===== config.mk =====
export PLATFORM = sky130hd
export DESIGN_NAME = im_loader
export DESIGN_NICKNAME = d
export VERILOG_FILES = /design/src/rtl/im_loader.sv
export SDC_FILE = /design/constraint.sdc
export NUM_CORES = 1
export LEC_CHECK = 0
export CAP_MARGIN = 0
export CORE_MARGIN = 5
export CORE_UTILIZATION = 33
export DETAILED_ROUTE_END_ITERATION = 8
export GPL_TIMING_DRIVEN = 0
export SYNTH_ARGS = -nofsm -noshare
export SYNTH_HDL_FRONTEND = slang
export SYNTH_SLANG_ARGS = --single-unit

===== constraint.sdc =====
create_clock -name clk -period 2.7 [get_ports clk]
set_input_delay 0.27 -clock clk [delete_from_list [all_inputs] [get_ports clk]]
set_output_delay 0.27 -clock clk [all_outputs]
set_load 0.03 [all_outputs]

===== src/rtl/im_loader.sv =====
// im_loader: boot-time program loader. Receives a framed byte stream
// (16-bit word count, big-endian data words, XOR checksum), writes the words
// to consecutive instruction-memory addresses and releases the CPU from
// reset only after a frame with a good checksum has been accepted.
module im_loader #(
  parameter int unsigned NMEM      = 20,
  parameter logic [31:0] BASE_ADDR = 32'h0000_0000
) (
  input  logic        clk,
  input  logic        rst,
  input  logic        start,
  input  logic [7:0]  in_data,
  input  logic        in_valid,
  output logic        in_ready,
  output logic [31:0] im_add,
  output logic [31:0] im_data,
  output logic        im_en,
  output logic        im_rd_wr,
  output logic        cpu_rst,
  output logic        done,
  output logic        err
);

  localparam logic [3:0] S_IDLE   = 4'd0;
  localparam logic [3:0] S_HDR_HI = 4'd1;
  localparam logic [3:0] S_HDR_LO = 4'd2;
  localparam logic [3:0] S_DATA   = 4'd3;
  localparam logic [3:0] S_WRITE  = 4'd4;
  localparam logic [3:0] S_CSUM   = 4'd5;
  localparam logic [3:0] S_DONE   = 4'd6;
  localparam logic [3:0] S_ERR    = 4'd7;

  logic [3:0]  state;
  logic [15:0] count;
  logic [15:0] index;
  logic [1:0]  byte_cnt;
  logic [7:0]  acc;
  logic        xfer;
  logic [15:0] count_full;

  assign xfer       = in_valid && in_ready;
  assign count_full = {count[15:8], in_data};

  // Handshake and status outputs decode directly from the registered state.
  always_comb begin
    in_ready = 1'b0;
    im_en    = 1'b0;
    case (state)
      S_HDR_HI, S_HDR_LO, S_DATA, S_CSUM: in_ready = 1'b1;
      S_WRITE:                            im_en    = 1'b1;
      default: ;
    endcase
    im_rd_wr = im_en;
    done     = (state == S_DONE);
    err      = (state == S_ERR);
    cpu_rst  = (state != S_DONE);
  end

  // Frame parser, word assembler and write-address sequencer.
  always_ff @(posedge clk) begin
    if (rst) begin
      state    <= S_IDLE;
      count    <= '0;
      index    <= '0;
      byte_cnt <= '0;
      acc      <= '0;
      im_data  <= '0;
      im_add   <= BASE_ADDR;
    end else begin
      case (state)
        S_IDLE, S_DONE, S_ERR: begin
          if (start) begin
            index    <= '0;
            byte_cnt <= '0;
            acc      <= '0;
            im_add   <= BASE_ADDR;
            state    <= S_HDR_HI;
          end
        end
        S_HDR_HI: begin
          if (xfer) begin
            count[15:8] <= in_data;
            acc         <= acc ^ in_data;
            state       <= S_HDR_LO;
          end
        end
        S_HDR_LO: begin
          if (xfer) begin
            count[7:0] <= in_data;
            acc        <= acc ^ in_data;
            if (count_full == 16'd0 || count_full > 16'(NMEM))
              state <= S_ERR;
            else
              state <= S_DATA;
          end
        end
        S_DATA: begin
          if (xfer) begin
            im_data  <= {im_data[23:0], in_data};
            acc      <= acc ^ in_data;
            byte_cnt <= byte_cnt + 2'd1;
            if (byte_cnt == 2'd3)
              state <= S_WRITE;
          end
        end
        S_WRITE: begin
          // im_add holds BASE_ADDR+4*index during this cycle, then steps.
          index  <= index + 16'd1;
          im_add <= im_add + 32'd4;
          if (index + 16'd1 == count)
            state <= S_CSUM;
          else
            state <= S_DATA;
        end
        S_CSUM: begin
          if (xfer)
            state <= (in_data == acc) ? S_DONE : S_ERR;
        end
        default: state <= S_IDLE;
      endcase
    end
  end

endmodule


After elaboration in Yosys (flattened, before gate mapping)
Cells that the tools add are included.

Bits in registers: 110. Input port bits: 12.

$add $sub $neg: 3. Eq/ne operators: 18. Bitwise operators: 1. Muxes and demuxes: 22. Magnitude comparators: 1. Reductions and logical operators: 17.

Operators by type and width (number): one-hot mux 32 bit (2 select lines) (1); adder 32 x 3 -> 32 bit, second input constant (1); 2-to-1 mux 32 bit (1); one-hot mux 16 bit (2 select lines) (1); 2-to-1 mux 4 bit (6); one-hot mux 4 bit (6 select lines) (1); adder 16 x 1 -> 16 bit, second input constant (1); == test 16 bit (1); == test 4 x 3 -> 1 bit, second input constant (4); > comparator 16 x 5 -> 1 bit, second input constant (1); logical NOT 16 bit (1); 2-to-1 mux 16 bit (1); 2-to-1 mux 8 bit (2); one-hot mux 8 bit (2 select lines) (1); inequality test 2 bit, second input constant (6); == test 4 x 2 -> 1 bit, second input constant (2); == test 8 bit (1); AND reduction 2 bit (4); bitwise XOR 8 bit (1); 2-to-1 mux 3 bit (2); AND reduction 3 bit (2); AND reduction 6 bit (1); nonzero test 2 bit (3); OR reduction 3 bit (2); other kinds (12) (15).

Depth between registers and ports, before layout
Gate-level depths: netlist of run 1.

Depth in word-level cells: 6. Gate-level depth with buffers: 8. Depth with buffers taken out: 8.

Worst setup path after synthesis of run 1
Ideal clock, no wire load.

Path kind: reg-to-reg. Start: register index[0]. End: register state[2]. Setup time: 0.074 ns. Slack: 0.283 ns. Data required time: 2.626 ns. Cell stages (with the launch flop): 9. Clock period less this slack: 2.417 ns. Data arrival time: 2.343 ns. Cells stage by stage: dfxtp_1 -> ha_1 -> nand3_1 -> or3_1 -> buf_2 -> o31a_1 -> a21o_1 -> or4_1 -> a31oi_1.

Word-level cells in the longest chain between the ends: 4.

Ends and longest elaborated chain: start: declaration (line 35) `logic [15:0] index;`; start signal: assignment (line 108) `index <= index + 16'd1;`; adder 16 x 1 -> 16 bit (line 110) `if (index + 16'd1 == count)`; == test 16 bit (line 110); 2-to-1 mux 3 bit (line 110); one-hot mux 4 bit (6 select lines) (line 70) `case (state)`; end signal: assignment (line 117) `state <= (in_data == acc) ? S_DONE : S_ERR;`; end: declaration (line 33) `logic [3:0] state;`.

No other way between the ends. A chain may end at the register's enable or synchronous reset.

Worst setup path after layout of run 1
Same ends and word-level chain as after synthesis.

==> results of run 1 <==
-- cells in the mapped netlist (all sizes together) (2+ instances only) --
cell	count	area (sq um)
a2bb2oi	3	26.3
nand3	28	145
nor2	67	251
o311ai	3	26.3
o211ai	8	60.1
xor2	11	96.3
mux2i	9	90.1
and2	5	31.3
ha	3	37.5
nand3b	14	105
nand4	17	113
nor3	12	65.1
o22ai	2	12.5
buf	9	56.3
a211oi	3	22.5
or4	4	33.8
inv	9	33.8
nand4b	2	17.5
mux2	6	67.6
dfxtp	107	2140
xnor2	21	184
or3	9	56.3
clkbuf	44	165
nor4	14	87.6
or2	5	31.3
o21ai	30	150
o31a	4	35.0
a22oi	2	15.0
and3	5	31.3
nand2b	2	12.5
a31oi	5	31.3
o21a	4	30.0
nand2	117	439
a21oi	79	395
a311oi	5	43.8
-- final timing paths --
| kind | start | to | slack [ns] | depth (start not counted) |
|---|---|---|---|---|
| max | index[0] | state[2] | 0.15 | 8 |
| min | in_data[1] | im_data[1] | 0.29 | 3 |
| max reg2reg | index[0] | state[2] | 0.15 | 8 |
| min reg2reg | im_data[29] | im_data[29] | 0.46 | 2 |
-- through the flow --
stage	hold WS (ns)	power [uW]	TNS [ns]
floorplan	0.452	2520	0
CTS	0.285	4180	0
global placement	0.446	2860	-0.501
finish	0.289	4160	0
detailed placement	0.448	2860	-0.489
global route	0.302	4390	0
-- power groups by stage --
stage / clock, uW / sequential [uW] / combinational, uW
6_report: 1320 / 1740 / 1110
5_1_grt: 1420 / 1750 / 1220
4_1_cts: 1340 / 1740 / 1100
3_5_place_dp: 0 / 1770 / 1080
3_3_place_gp: 0 / 1770 / 1080
2_1_floorplan: 0 / 1770 / 753
-- worst register-to-register path, stage by stage (launching register included) --
cell and delay (ns):
dfxtp_2 0.41, ha_2 0.26, nand3_1 0.11, or3_1 0.37, buf_2 0.16, o31a_1 0.29
a21o_1 0.19, or4_1 0.53, a31oi_1 0.16
-- kinds of logic after synthesis --
family	count (synthesis)	synth area share, %
AO/OA/AOI/OAI	154	17.2
adder cells (fa/ha/maj)	3	0.718
flip-flops	107	40.9
other	1	0.0717
XOR/XNOR	32	5.36
buffers and inverters	63	4.95
multiplexers	15	3.01
AND/OR/NAND/NOR	305	27.8
-- final cells by class --
type / count / area share [%]
timing repair buffer: 70 / 10.8
multi-input combinational: 511 / 43.8
inverter: 10 / 0.576
sequential: 107 / 32.9
clock inverter: 7 / 0.940
clock buffer: 9 / 3.45
tap: 216 / 4.15
buffer: 53 / 3.45
-- flip-flops by register name (all words and copies together), names as in the netlist --
signal / count
state: 3
count: 16
index: 16
im_data: 32
byte_cnt: 2
im_add: 30
acc: 8
-- cells in the final DEF, fill, tap and decap left out, drive strengths merged, types with 3 or more instances in the layout --
cell,netlist,routed
nand2,117,117
dfxtp,107,107
a21oi,79,79
nor2,67,67
clkdlybuf4s50,0,67
clkbuf,44,53
o21ai,30,30
nand3,28,28
xnor2,21,21
nand4,17,17
nand3b,14,14
nor4,14,14
nor3,12,12
xor2,11,11
inv,9,11
buf,9,10
mux2i,9,9
or3,9,9
o211ai,8,8
mux2,6,6
and3,5,5
or2,5,5
a311oi,5,5
a31oi,5,5
and2,5,5
o31a,4,4
o21a,4,4
clkinvlp,0,4
or4,4,4
o311ai,3,3
a211oi,3,3
a2bb2oi,3,3
ha,3,3
-- timing repair --
item                                    CTS  global route
gates resized for setup                   4             7
setup buffers                             1             0
endpoints found under the setup margin    5             4
pin swaps                                 1             0
-- metal layers --
metal	wire length, um	vias up	track usage [%]	share of wire (%)
met4	225	0	4.70	1.5
met2	6700	128	24.4	44
met1	7340	2371	23.3	48
li1	-	2555	-	-
met3	892	15	4.22	5.9
met5	0	-	0	0
==> out/results.ini, run 1 <==
[sta]
worstMarginPinSlew_ns=0.772
finalSetupViolCount=0
hold_viol_final=0
min_period_over_period_pct=94.4
worst_clock_skew_ns=0.0125
slew_violations=0
fin_ws_ns=0.151
fmax_mhz=392
slew_headroom_pct=48.5
min_period_ns=2.55
rsz0062_at_grt=false

[setup_path]
start_kind=flip-flop
crit_type=flip-flop to flip-flop
cp.required_ns=2.98
slowest_stage=or4_1
cp-end-kind=flip-flop
path_buf_inv=1
cp.arrival_ns=2.83
worstPathMaxFanout=7
cp_top_family=simple AND/OR/NAND/NOR gates
cpPeakStageDelay_ns=0.53
path_cells=ha_2 > nand3_1 > or3_1 > buf_2 > o31a_1 > a21o_1 > or4_1 > a31oi_1

[final_layout]
multi_input_area_sq_um=2850
fin_util_pct=41.5
syn_to_final_growth_pct=24.6
regArea_sq_um=2140
diodes=0
drive_gt1_share_pct=6.26
final_area_sq_um=6520
layout.cells.non_filler=983
filler_cell_count=1608
fin_nets=777

[clock_network]
hold_buffers=0
root_buffer=clkbuf_16
htree_levels=3
clk_path_buf_depth=2
cts.sinks=107
clock_latency_ns=0.36
numCtsBuffers=9
cts_tree=yes
cts.reportedPaths.clkPinSlew_ns=0.08

[yosys]
synth-main-ff-cell=dfxtp_1
ys_seq_elements=107
async_flop_share_pct=0
syn_area_sq_um=5230
ys_types=55
yosysWarnings=0
synth_edf_count=0
syn-mean-instance-area_sq_um=7.69
netlist_instances=680
seq_area_frac_synth_pct=40.9

[place]
hpwl_mm=10.9
placed_area_sq_um=6200
place.gp.congestion=0.823
post-place-ws_ns=-0.286
dp.cells=966
portBuffers=69

[power]
p_seq_share_pct=41.7
vdd_drop_max_mv=0.330
p_sw_uw=1500
comb_power_share_pct=26.7
sw_frac_of_total_pct=36.1
power_density_nw_per_um2=639
cellLeakagePower_uw=0.00207
power_report.internal_total_uw=2660
clockPowerShare_pct=31.6

[detailed_routing]
drtAntennaViolNets=0
drt-wirelength-per-cell_um=15.4
vias=5069
wirelength_mm=15.2
drc=0
drt_pre_antenna_iters=5
vias_per_cell=5.16
detail_route.iter0.violations=335

[global_route]
grt_overflow_total=0
grt_pass1_vias=4479
grt_pass1_wl_mm=24.1
grt_max_degree=20
antenna_found_initial=0
grtUsageTotal_pct=16.3

[floorplan]
io_pins=82
initial_core_util_pct=33.3
fp.dieW_um=136
design.core.area_sq_um=15700
die_h_um=136
dieArea_sq_um=18500
placementRows=46

[worst_hold_path]
hold_path_class=input port to flip-flop

[job]
maxCapViolCount=0

[status]
outcome=finished, final reports clean

No activity file was read; power rests on OpenSTA's default activity.
==> run 2: changes to the inputs <==
--- a/config.mk
+++ b/config.mk
@@ -10,6 +10,7 @@
 export CORE_UTILIZATION = 33
 export DETAILED_ROUTE_END_ITERATION = 8
 export GPL_TIMING_DRIVEN = 0
+export SLEW_MARGIN = 20
 export SYNTH_ARGS = -nofsm -noshare
 export SYNTH_HDL_FRONTEND = slang
 export SYNTH_SLANG_ARGS = --single-unit
==> constraint.sdc (replaced) <==
create_clock -name clk -period 2.8 [get_ports clk]
set_input_delay 0.28 -clock clk [delete_from_list [all_inputs] [get_ports clk]]
set_output_delay 0.28 -clock clk [all_outputs]
set_load 0.03 [all_outputs]
==> out/results.ini, run 2 (synthesized netlist as in run 1, its figures left out) <==
[final_layout]
top_regs=im_data: 32 flops, im_add: 30 flops  ; unchanged
layout_commonest_cell=nand2_1  ; unchanged
drive_gt1_share_pct=5.61  ; was 6.26%
final_area_sq_um=6490  ; was 6520 sq um
syn_to_final_growth_pct=24.1  ; was 24.6%
largest_reg_flops=32  ; unchanged
fin_nets=776  ; was 777
final_cell_mix=nand2_1 (117), dfxtp_1 (106), a21oi_1 (79), clkdlybuf4s50_1 (69), nor2_1 (67)  ; was nand2_1 (117), dfxtp_1 (105), a21oi_1 (79), nor2_1 (67), clkdlybuf4s50_1 (67)
fin_util_pct=41.3  ; was 41.5%
diodes=0  ; unchanged
top_register=im_data  ; unchanged
filler_cell_count=1608  ; unchanged

[clock_network]
cts.sinks=107  ; unchanged
root_buffer=clkbuf_16  ; unchanged
hold_buffers=0  ; unchanged
clk_path_buf_depth=2  ; unchanged
htree_levels=3  ; unchanged
cts.reportedPaths.clkPinSlew_ns=0.08  ; about the same
clock_latency_ns=0.36  ; about the same
cts_tree=yes  ; unchanged
numCtsBuffers=9  ; unchanged

[sta]
min_period_over_period_pct=92.5  ; was 94.4%
fmax_mhz=386  ; was 392 MHz
slew_violations=0  ; unchanged
slew_headroom_pct=43.0  ; was 48.5%
finalSetupViolCount=0  ; unchanged
worstMarginPinSlew_ns=0.850  ; was 0.772 ns
min_period_ns=2.59  ; was 2.55 ns
whs_ns=0.303  ; was 0.289 ns
hold_viol_final=0  ; unchanged
rsz0062_at_grt=false  ; unchanged
worst_clock_skew_ns=0.0110  ; was 0.0125 ns
finalSetupTns_ns=0  ; unchanged

[floorplan]
io_pins=82  ; unchanged
fp.dieW_um=136  ; unchanged
dieArea_sq_um=18500  ; unchanged
initial_core_util_pct=33.3  ; unchanged
placementRows=46  ; unchanged
design.core.area_sq_um=15700  ; unchanged
die_h_um=136  ; unchanged

[place]
place.gp.congestion=0.823  ; unchanged
portBuffers=69  ; unchanged
hpwl_mm=10.9  ; unchanged
placed_area_sq_um=6200  ; unchanged

[global_route]
antenna_found_initial=0  ; unchanged
grt_pass1_wl_mm=24.0  ; was 24.1 mm
grt_max_degree=20  ; unchanged
grtUsageTotal_pct=16.4  ; was 16.3%
grt_pass1_vias=4473  ; was 4479
grt_overflow_total=0  ; unchanged

[setup_path]
crit_type=flip-flop to flip-flop  ; unchanged
r2r_setup_slack_ns=0.21  ; was 0.15 ns
cp.required_ns=3.08  ; was 2.98 ns
cp.arrival_ns=2.87  ; was 2.83 ns
reg2reg_depth=8  ; unchanged
r2r-end=state[2]  ; unchanged
worstPathMaxFanout=7  ; unchanged
cp-end-kind=flip-flop  ; unchanged
worstReg2RegStart=index[0]  ; unchanged
start_kind=flip-flop  ; unchanged

[worst_hold_path]
hold_end=count[9]  ; was im_data[1]
holdPathStages=3  ; unchanged
hold_path_class=input port to flip-flop  ; unchanged
hp-start=in_data[1]  ; unchanged

[detailed_routing]
vias_per_cell=5.12  ; was 5.16
drtAntennaViolNets=0  ; unchanged
vias=5023  ; was 5069
detail_route.iter0.violations=302  ; was 335
drt-wirelength-per-cell_um=15.4  ; about the same
drt_pre_antenna_iters=5  ; unchanged
drc=0  ; unchanged
wirelength_mm=15.1  ; was 15.2 mm

[power]
power.total_uw=4010  ; was 4160 uW
cellLeakagePower_uw=0.00203  ; was 0.00207 uW
vdd_drop_max_mv=0.317  ; was 0.330 mV
power_density_nw_per_um2=617  ; was 639 nW/um^2

[status]
outcome=finished, final reports clean  ; unchanged

[job]
maxCapViolCount=0  ; unchanged

[run 2: where the power goes]
group / internal (uW) / switching (uW) / total [uW]
clock: 619 / 651 / 1270
combinational: 342 / 719 / 1060
sequential: 1600 / 75.9 / 1680
total: 2560 / 1450 / 4010
[run 2: metal layers]
layer	GRT usage, %	vias up	share of wire, %
met5	0	-	0
met4	4.70	0	1.1
met3	4.22	10	4.8
met2	24.4	93	44
met1	23.3	2372	50
li1	-	2548	-
[run 2: layout make-up]
| class | instances | area (sq um) | share of cell area, % |
|---|---|---|---|
| Inverter | 10 | 37.5 | 0.578 |
| Sequential cell | 107 | 2140 | 33.0 |
| Tap cell | 216 | 270 | 4.16 |
| Clock buffer | 9 | 225 | 3.47 |
| Clock inverter | 7 | 61.3 | 0.944 |
| Buffer | 52 | 218 | 3.35 |
| Timing Repair Buffer | 70 | 698 | 10.8 |
| Multi-Input combinational cell | 511 | 2840 | 43.7 |
[run 2: worst max-delay path, stage by stage, from the launching register on]
cell	delay [ns]
dfxtp_2	0.40
ha_1	0.28
nand3_1	0.13
or3_1	0.37
buf_2	0.16
o31a_1	0.29
a21o_1	0.19
or4_1	0.53
a31oi_1	0.16
[run 2: through the flow]
| stage | setup slack, ns | cells |
|---|---|---|
| 2_1_floorplan | 0.383 | 681 |
| 3_3_place_gp | -0.206 | 966 |
| 3_5_place_dp | -0.196 | 966 |
| 4_1_cts | 0.0211 | 983 |
| 5_1_grt | 0.0358 | 982 |
| 6_report | 0.210 | 982 |
[run 2: how the worst max path moves through the flow]
stage | from | to | slack [ns] | depth (start not counted)
after floorplan | index[0] | state[2] | 0.38 | 8
after global placement | state[2] | im_rd_wr | -0.21 | 6
after detailed placement | state[2] | im_rd_wr | -0.20 | 6
after CTS | state[2] | im_rd_wr | 0.02 | 6
after global routing | state[2] | im_rd_wr | 0.04 | 5
final | index[0] | state[2] | 0.21 | 8
[run 2: what timing repair did]
action / in CTS / in global routing
gates resized for setup: 2 / 2
pin swaps: 1 / 0
hold endpoints to repair: 0 / 0
buffers inserted: 1 / 0
setup endpoints to repair: 2 / 4
==> run 3: changes to the inputs <==
==> constraint.sdc (replaced) <==
create_clock -name clk -period 2.5 [get_ports clk]
set_input_delay 0.25 -clock clk [delete_from_list [all_inputs] [get_ports clk]]
set_output_delay 0.25 -clock clk [all_outputs]
set_load 0.03 [all_outputs]
==> out/results.ini, run 3 (synthesized netlist as in run 1, its figures left out) <==
[final_layout]
top_register=im_data  ; unchanged
fin_nets=777  ; was 776
diodes=0  ; unchanged
final_cell_mix=nand2_1 (117), dfxtp_1 (105), a21oi_1 (79), clkdlybuf4s50_1 (67), nor2_1 (66)  ; was nand2_1 (117), dfxtp_1 (106), a21oi_1 (79), clkdlybuf4s50_1 (69), nor2_1 (67)
top_regs=im_data: 32 flops, im_add: 30 flops  ; unchanged
layout_commonest_cell=nand2_1  ; unchanged
drive_gt1_share_pct=6.78  ; was 5.61%
largest_reg_flops=32  ; unchanged
filler_cell_count=1608  ; unchanged
syn_to_final_growth_pct=25.1  ; was 24.1%

[sta]
fin_ws_ns=0.0450  ; was 0.210 ns
worstMarginPinSlew_ns=0.717  ; was 0.850 ns
finalSetupViolCount=0  ; unchanged
rsz0062_at_grt=true  ; was false
slew_violations=0  ; unchanged
fmax_mhz=407  ; was 386 MHz
hold_viol_final=0  ; unchanged
min_period_over_period_pct=98.2  ; was 92.5%
slew_headroom_pct=52.2  ; was 43.0%
worst_clock_skew_ns=0.0133  ; was 0.0110 ns
min_period_ns=2.45  ; was 2.59 ns

[setup_path]
crit_type=flip-flop to flip-flop  ; unchanged
cpPeakStageDelay_ns=0.53  ; about the same
cp.required_ns=2.78  ; was 3.08 ns
cp.arrival_ns=2.73  ; was 2.87 ns
cp-startpoint=index[0]  ; unchanged
cp-end-kind=flip-flop  ; unchanged
start_kind=flip-flop  ; unchanged
worstReg2RegStart=index[0]  ; unchanged
path_cells=ha_4 > nand3_1 > or3_1 > buf_2 > o31a_1 > a21o_1 > or4_1 > a31oi_1  ; was ha_1 > nand3_1 > or3_1 > buf_2 > o31a_1 > a21o_1 > or4_1 > a31oi_1
worstPathMaxFanout=7  ; unchanged
slowest_stage=or4_1  ; unchanged

[detailed_routing]
vias_per_cell=5.16  ; was 5.12
wirelength_mm=15.2  ; was 15.1 mm
drc=0  ; unchanged
drtAntennaViolNets=0  ; unchanged
detail_route.iter0.violations=382  ; was 302
drt-wirelength-per-cell_um=15.5  ; was 15.4 um
drt_pre_antenna_iters=5  ; unchanged
vias=5069  ; was 5023

[clock_network]
numCtsBuffers=9  ; unchanged
cts_tree=yes  ; unchanged
clock_latency_ns=0.36  ; about the same
cts.sinks=107  ; unchanged
cts.reportedPaths.clkPinSlew_ns=0.08  ; about the same
htree_levels=3  ; unchanged
clk_path_buf_depth=2  ; unchanged
root_buffer=clkbuf_16  ; unchanged

[status]
outcome=finished, final reports clean  ; unchanged

[worst_hold_path]
hp-start=in_data[1]  ; unchanged
hold_path_class=input port to flip-flop  ; unchanged

[place]
post-place-ws_ns=-0.466  ; was -0.196 ns
hpwl_mm=10.9  ; unchanged
place.gp.congestion=0.823  ; unchanged
portBuffers=69  ; unchanged

[global_route]
grt_max_degree=20  ; unchanged
grt_pass1_wl_mm=24.1  ; was 24.0 mm
grt_pass1_vias=4481  ; was 4473
grtUsageTotal_pct=16.4  ; unchanged
grt_overflow_total=0  ; unchanged
antenna_found_initial=0  ; unchanged

[power]
vdd_drop_max_mv=0.355  ; was 0.317 mV
power_density_nw_per_um2=689  ; was 617 nW/um^2
power.total_uw=4510  ; was 4010 uW
cellLeakagePower_uw=0.00206  ; was 0.00203 uW

[job]
maxCapViolCount=0  ; unchanged

[floorplan]
design.core.area_sq_um=15700  ; unchanged
io_pins=82  ; unchanged
initial_core_util_pct=33.3  ; unchanged
placementRows=46  ; unchanged
fp.dieW_um=136  ; unchanged
die_h_um=136  ; unchanged
dieArea_sq_um=18500  ; unchanged

## run 3: worst paths after layout
check,endpoint,slack (ns),cells after the start
worst max-delay path,state[2],0.05,8
worst min-delay path,count[9],0.27,3
worst max register to register,state[2],0.05,8
worst min register to register,im_data[29],0.46,2
## run 3: what timing repair did
| action | in CTS | in global routing |
|---|---|---|
| setup buffers | 1 | 0 |
| pin swaps | 1 | 0 |
| gates resized for setup | 12 | 8 |
| setup endpoints to repair | 10 | 39 |
| hold buffers | 0 | 0 |
## run 3: layout make-up
| type | count | area (sq um) | share of cell area [%] |
|---|---|---|---|
| clock buffer | 9 | 225 | 3.44 |
| inverter | 10 | 37.5 | 0.574 |
| timing repair buffer | 70 | 697 | 10.7 |
| multi-input combinational | 511 | 2880 | 44.0 |
| clock inverter | 7 | 61.3 | 0.937 |
| buffer | 53 | 228 | 3.48 |
| sequential | 107 | 2150 | 32.8 |
| tap | 216 | 270 | 4.13 |
## run 3: layer usage
metal,vias up,routed length [um],GRT usage [%]
li1,2551,-,-
met1,2391,7480,23.3
met2,114,6730,24.4
met3,13,826,4.22
met4,0,214,4.70
met5,-,0,0
## run 3: where the power goes
part	switching (uW)	internal, uW
logic	820	389
registers	86.3	1790
clock network	728	693
total	1630	2870
## run 3: critical path, delay by kind of cell (launching register included)
| family | cells | cell delay, ns |
|---|---|---|
| and+or+nand+nor | 3 | 1.00 |
| AOI/OAI and AO/OA | 3 | 0.64 |
| DFF | 1 | 0.40 |
| adders and majority gates | 1 | 0.18 |
| buffers and inverters | 1 | 0.16 |
## run 3: metrics by stage
step	std cells	setup TNS, ns	hold slack [ns]	util, %	instance area (sq um)
global placement	966	-1.64	0.446	39.4	6200
global route	983	-0.100	0.282	41.6	6540
CTS	983	0	0.265	41.5	6520
detailed placement	966	-1.66	0.448	39.4	6200
finish	983	0	0.270	41.6	6540
floorplan	681	0	0.452	-	5240
==> patch 1: new RTL, settings of run 3 <==
Make the reset (`rst`) asynchronous in one clocked block.
--- a/src/rtl/im_loader.sv
+++ b/src/rtl/im_loader.sv
@@ -58,5 +58,5 @@
 
   // Frame parser, word assembler and write-address sequencer.
-  always_ff @(posedge clk) begin
+  always_ff @(posedge clk or posedge rst) begin
     if (rst) begin
       state    <= S_IDLE;
Behaviour: differs if rst is asserted again (counterexample within 4 cycles, from zero or initial values and one cycle with rst high); with rst held inactive, the same outputs for 10 cycles.
==> patch 1 against run 3 <==
  * Sequential cell count did not move
  * Final area rose by 6.2%
  * First-iteration DRC count fell by 34%
  * Synthesized area rose by 5.2%
  * Cell count fell by 14%
  * Routed wire length fell by 14%
  * Setup slack improved by 100 ps
Power is not compared: it rests on default switching activity, and its combinational part moved more than twofold at a synthesized area within 25%.
==> patch 1: results (changes against run 3) <==
Logic synthesis
  • Proportion of register bits with asynchronous set or reset after synthesis: 100% (+100 points)
  • Dominant cells by area after synthesis: sky130_fd_sc_hd__dfrtp_1, sky130_fd_sc_hd__mux2_2, sky130_fd_sc_hd__o21ai_0
  • Number of unique standard cell types used by synthesis: 61 (+11%)
  • Leading register cell type out of synthesis: sky130_fd_sc_hd__dfrtp_1
  • Most common library cells after synthesis: sky130_fd_sc_hd__dfrtp_1, sky130_fd_sc_hd__o21ai_0, sky130_fd_sc_hd__nand2_1
  • Share of synthesized cell area in full adder, half adder and majority cells: 0.682% (-0.036 points)
  • Mux contribution to synthesized area: 11.4% (+8.4 points)
  • Post-Synthesis Cells: 528 (-22%)

Cells and area
  • Layout Cells excl Fill: 846 (-14%)
  • Layout cells sized above 1: 16.9% (+10 points)
  • Number of nets at the end of the flow: 636 (-18%)

Global routing
  • Wire length of the first global-routing pass: 22,200 um (-7.9%)
  • Number of global-route vias before repair: 4,236 (-5.5%)
  • Maximum number of pins on one net before global-route repair: 28 (+40%)
  • Global routing usage summed across all routing layers: 14.0% (-2.4 points)

Critical path
  • Largest stage delay on the critical path: 490 ps (-40 ps)
  • Slowest stage cell, crit path: sky130_fd_sc_hd__dfrtp_1
  • Worst-case register-to-register setup slack: 150 ps (+100 ps)
  • Worst r2r path cells: 7 (-1)
  • Critical path data arrival time: 2590 ps (-140 ps)

Drt
  • Number of detailed-routing iterations run before antenna repair: 4 (-1)
  • Routed wire length: 13,100 um (-14%)
  • Number of design-rule violations left by the first detailed-router iteration: 254 (-34%)

Timing
  • Final worst hold slack: 282 ps (+12.6 ps)
  • Transition time at the pin with the least slew margin: 970 ps (+252 ps)
  • Worst clock skew on the final layout: 10.2 ps (-3.12 ps)

Placement
  • Placement-stage cell area: 6660 sq um (+7.5%)
  • Final RePlAce weighted congestion: 0.837 (+1.6%)
  • Sum of net half-perimeters after detailed placement: 9790 um (-9.9%)
  • Cell total after placement: 830 (-14%)

Worst hold path
  • Type of the worst min-delay path: in2async

Run status
  • Status: finished clean
-- patch 1: routing by layer --
layer / up-vias / track usage (%) / wire length (um)
met5: - / 0 / 0
met4: 0 / 3.81 / 144
met3: 8 / 3.55 / 582
met2: 85 / 23.1 / 6390
met1: 2107 / 18.4 / 6020
li1: 2056 / - / -
-- patch 1: how the worst max path moves through the flow --
stage / from / end / cells past startpoint
finish: index[0]$_DFFE_PP0P_ / state[1]$_DFFE_PP0P_ / 7
global route: index[0]$_DFFE_PP0P_ / state[1]$_DFFE_PP0P_ / 7
CTS: state[1]$_DFFE_PP0P_ / im_en / 6
detailed placement: state[1]$_DFFE_PP0P_ / im_rd_wr / 7
global placement: state[1]$_DFFE_PP0P_ / im_rd_wr / 7
floorplan: index[0]$_DFFE_PP0P_ / state[1]$_DFFE_PP0P_ / 7
-- patch 1: kinds of logic (layout without fill, tap and decap cells) --
logic type               Yosys count  count (layout)
AO/OA/AOI/OAI                     97              97
flip-flops                       107             107
XOR/XNOR                          36              36
adder cells (fa/ha/maj)            3               3
buffers and inverters             40             137
multiplexers                      57              57
other                              1               2
AND/OR/NAND/NOR                  187             187
-- patch 1: repair_timing --
item                       CTS  global route
hold endpoints to repair     0             0
resized for setup            5             3
setup endpoints to repair    2             2
-- patch 1: power by group through the flow --
stage / combinational (W) / sequential [W] / clock (W)
floorplan: 0.00157 / 0.00309 / 0
global placement: 0.00302 / 0.00265 / 0
detailed placement: 0.00311 / 0.00267 / 0
CTS: 0.00312 / 0.00264 / 0.00142
global route: 0.00334 / 0.00271 / 0.00149
finish: 0.00308 / 0.00263 / 0.00138
-- patch 1: per-stage QoR --
stage          setup slack [ps]  power (W)
6_report                    145    0.00709
3_5_place_dp               -341    0.00577
2_1_floorplan               421    0.00466
3_3_place_gp               -269    0.00568
4_1_cts                    26.3    0.00718
5_1_grt                    19.9    0.00755
-- patch 1: worst register-to-register path: stages, from the launching register on --
cell	delay [ps]
sky130_fd_sc_hd__dfrtp_1	490
sky130_fd_sc_hd__ha_2	300
sky130_fd_sc_hd__nand3_4	140
sky130_fd_sc_hd__nor4_4	360
sky130_fd_sc_hd__xnor2_1	130
sky130_fd_sc_hd__nor4_2	270
sky130_fd_sc_hd__nand4_1	210
sky130_fd_sc_hd__a211o_1	340
-- patch 1: final cells by class --
| cell class | instances | area (sq um) |
|---|---|---|
| Multi-Input combinational cell | 382 | 2600 |
| Fill cell | 1587 | 9520 |
| Tap cell | 220 | 275 |
| Timing Repair Buffer | 81 | 866 |
| Clock buffer | 11 | 253 |
| Inverter | 13 | 57.6 |
| Clock inverter | 5 | 35.0 |
| Buffer | 27 | 179 |
| Sequential cell | 107 | 2680 |
==> patch 2: new RTL, flow settings as in run 3 <==
Without the edit above. The parameter `NMEM` goes from 20 to 16.
--- a/src/rtl/im_loader.sv
+++ b/src/rtl/im_loader.sv
@@ -4,5 +4,5 @@
 // reset only after a frame with a good checksum has been accepted.
 module im_loader #(
-  parameter int unsigned NMEM      = 20,
+  parameter int unsigned NMEM      = 16,
   parameter logic [31:0] BASE_ADDR = 32'h0000_0000
 ) (
Check against the original RTL: not equivalent (a bounded check fails within 4 cycles, from zero or initial values and one cycle with rst high).
==> patch 2 against run 3 <==
  * Via count increased by 1.5%
  * Final area increased by 2.0%
  * Largest cell class unchanged
  * Setup slack improved by 44 ps
  * Total power increased by 1.1%
  * Synthesized area increased by 2.2%
  * Sequential cell count unchanged
  * Routed wire length increased by 2.6%
  * Synthesized cell count increased by 2.8%
  * Critical path type is now reg2out
==> patch 2: results (changes against run 3) <==
Placement
  • Cell total after placement: 986 (+2.1%)
  • Final RePlAce weighted congestion: 0.859 (+4.3%)
  • Count of port buffers added during placement: 70 (+1.4%)
  • Placement-stage cell area: 6320 sq um (+2.0%)

Drt
  • Met1 Routed Length: 7620 um (+1.9%)
  • Total via count after detailed routing: 5,146 (+1.5%)
  • Routed wire length: 15,600 um (+2.6%)
  • Met3 Routed Length: 786 um (-4.8%)
  • Number of design-rule violations left by the first detailed-router iteration: 335 (-12%)

Cells and area
  • Layout cells sized above 1: 6.26% (-0.52 points)
  • Total area of multi-input combinational cells: 2990 sq um (+3.7%)
  • Fill cell count: 1,683 (+4.7%)

Critical path
  • Worst-case register-to-register setup slack: 170 ps (+120 ps)
  • Worst r2r path cells: 6 (-2)
  • Reg-to-reg endpoint: im_add[25]$_SDFFE_PP0P_
  • Launching point of the worst reg2reg path: im_add[8]$_SDFFE_PP0P_
  • Worst setup path endpoint: err
  • Critical path data arrival time: 2160 ps (-570 ps)
  • Worst-path maximum fanout: 10 (+3)

Power
  • Fraction of power spent switching nets: 34.2% (-2.0 points)
  • Combinational power share: 27.0% (+0.2 points)
  • LEAKAGE: 2.17 nW (+5.4%)
  • Worst vdd rail ir drop: 0.396 mV (+12%)

Timing
  • Final worst hold slack: 283 ps (+13.3 ps)
  • Worst slew margin relative to its limit: 52.0% (-0.21 points)
  • Worst clock skew on the final layout: 8.49 ps (-4.84 ps)

Run status
  • Status: finished clean

Logic synthesis
  • Sequential cell area fraction in the yosys report: 40.1% (-0.86 points)
  • Dominant cells by area after synthesis: sky130_fd_sc_hd__dfxtp_1, sky130_fd_sc_hd__a21oi_1, sky130_fd_sc_hd__nand2_1
  • Number of unique standard cell types used by synthesis: 54 (-1.8%)

Global routing
  • Global routing usage summed across all routing layers: 16.5% (+0.18 points)
  • Met1 routing resource usage after global routing: 23.2% (-0.090 points)
  • M2 GR Usage: 25.3% (+0.92 points)
  • Number of global-route vias before repair: 4,627 (+3.3%)

Worst hold path
  • HP Start: in_data[2]
## patch 2: worst min-delay path: cells and delay by family
family / cells / cell delay [ps]
AOI/OAI and AO/OA: 1 / 50
buffers and inverters: 1 / 190
and+or+nand+nor: 1 / 100
## patch 2: layout make-up
class | instances | share of cell area (%)
buffer | 57 | 3.69
clock buffer | 11 | 3.64
clock inverter | 4 | 0.769
inverter | 9 | 0.506
multi-input combinational | 525 | 44.7
sequential | 107 | 32.1
tap | 216 | 4.05
timing repair buffer | 70 | 10.5
## patch 2: logic make-up (layout without fill, tap and decap cells)
logic type               Yosys count  in the layout  share of synthesized area (%)
AND/OR/NAND/NOR                  311            311                           28.4
AO/OA/AOI/OAI                    159            159                           16.9
flip-flops                       107            107                           40.1
buffers and inverters             68            151                           5.03
XOR/XNOR                          32             32                           5.24
multiplexers                      18             18                           3.54
adder cells (fa/ha/maj)            3              3                          0.702
other                              1              2                         0.0702
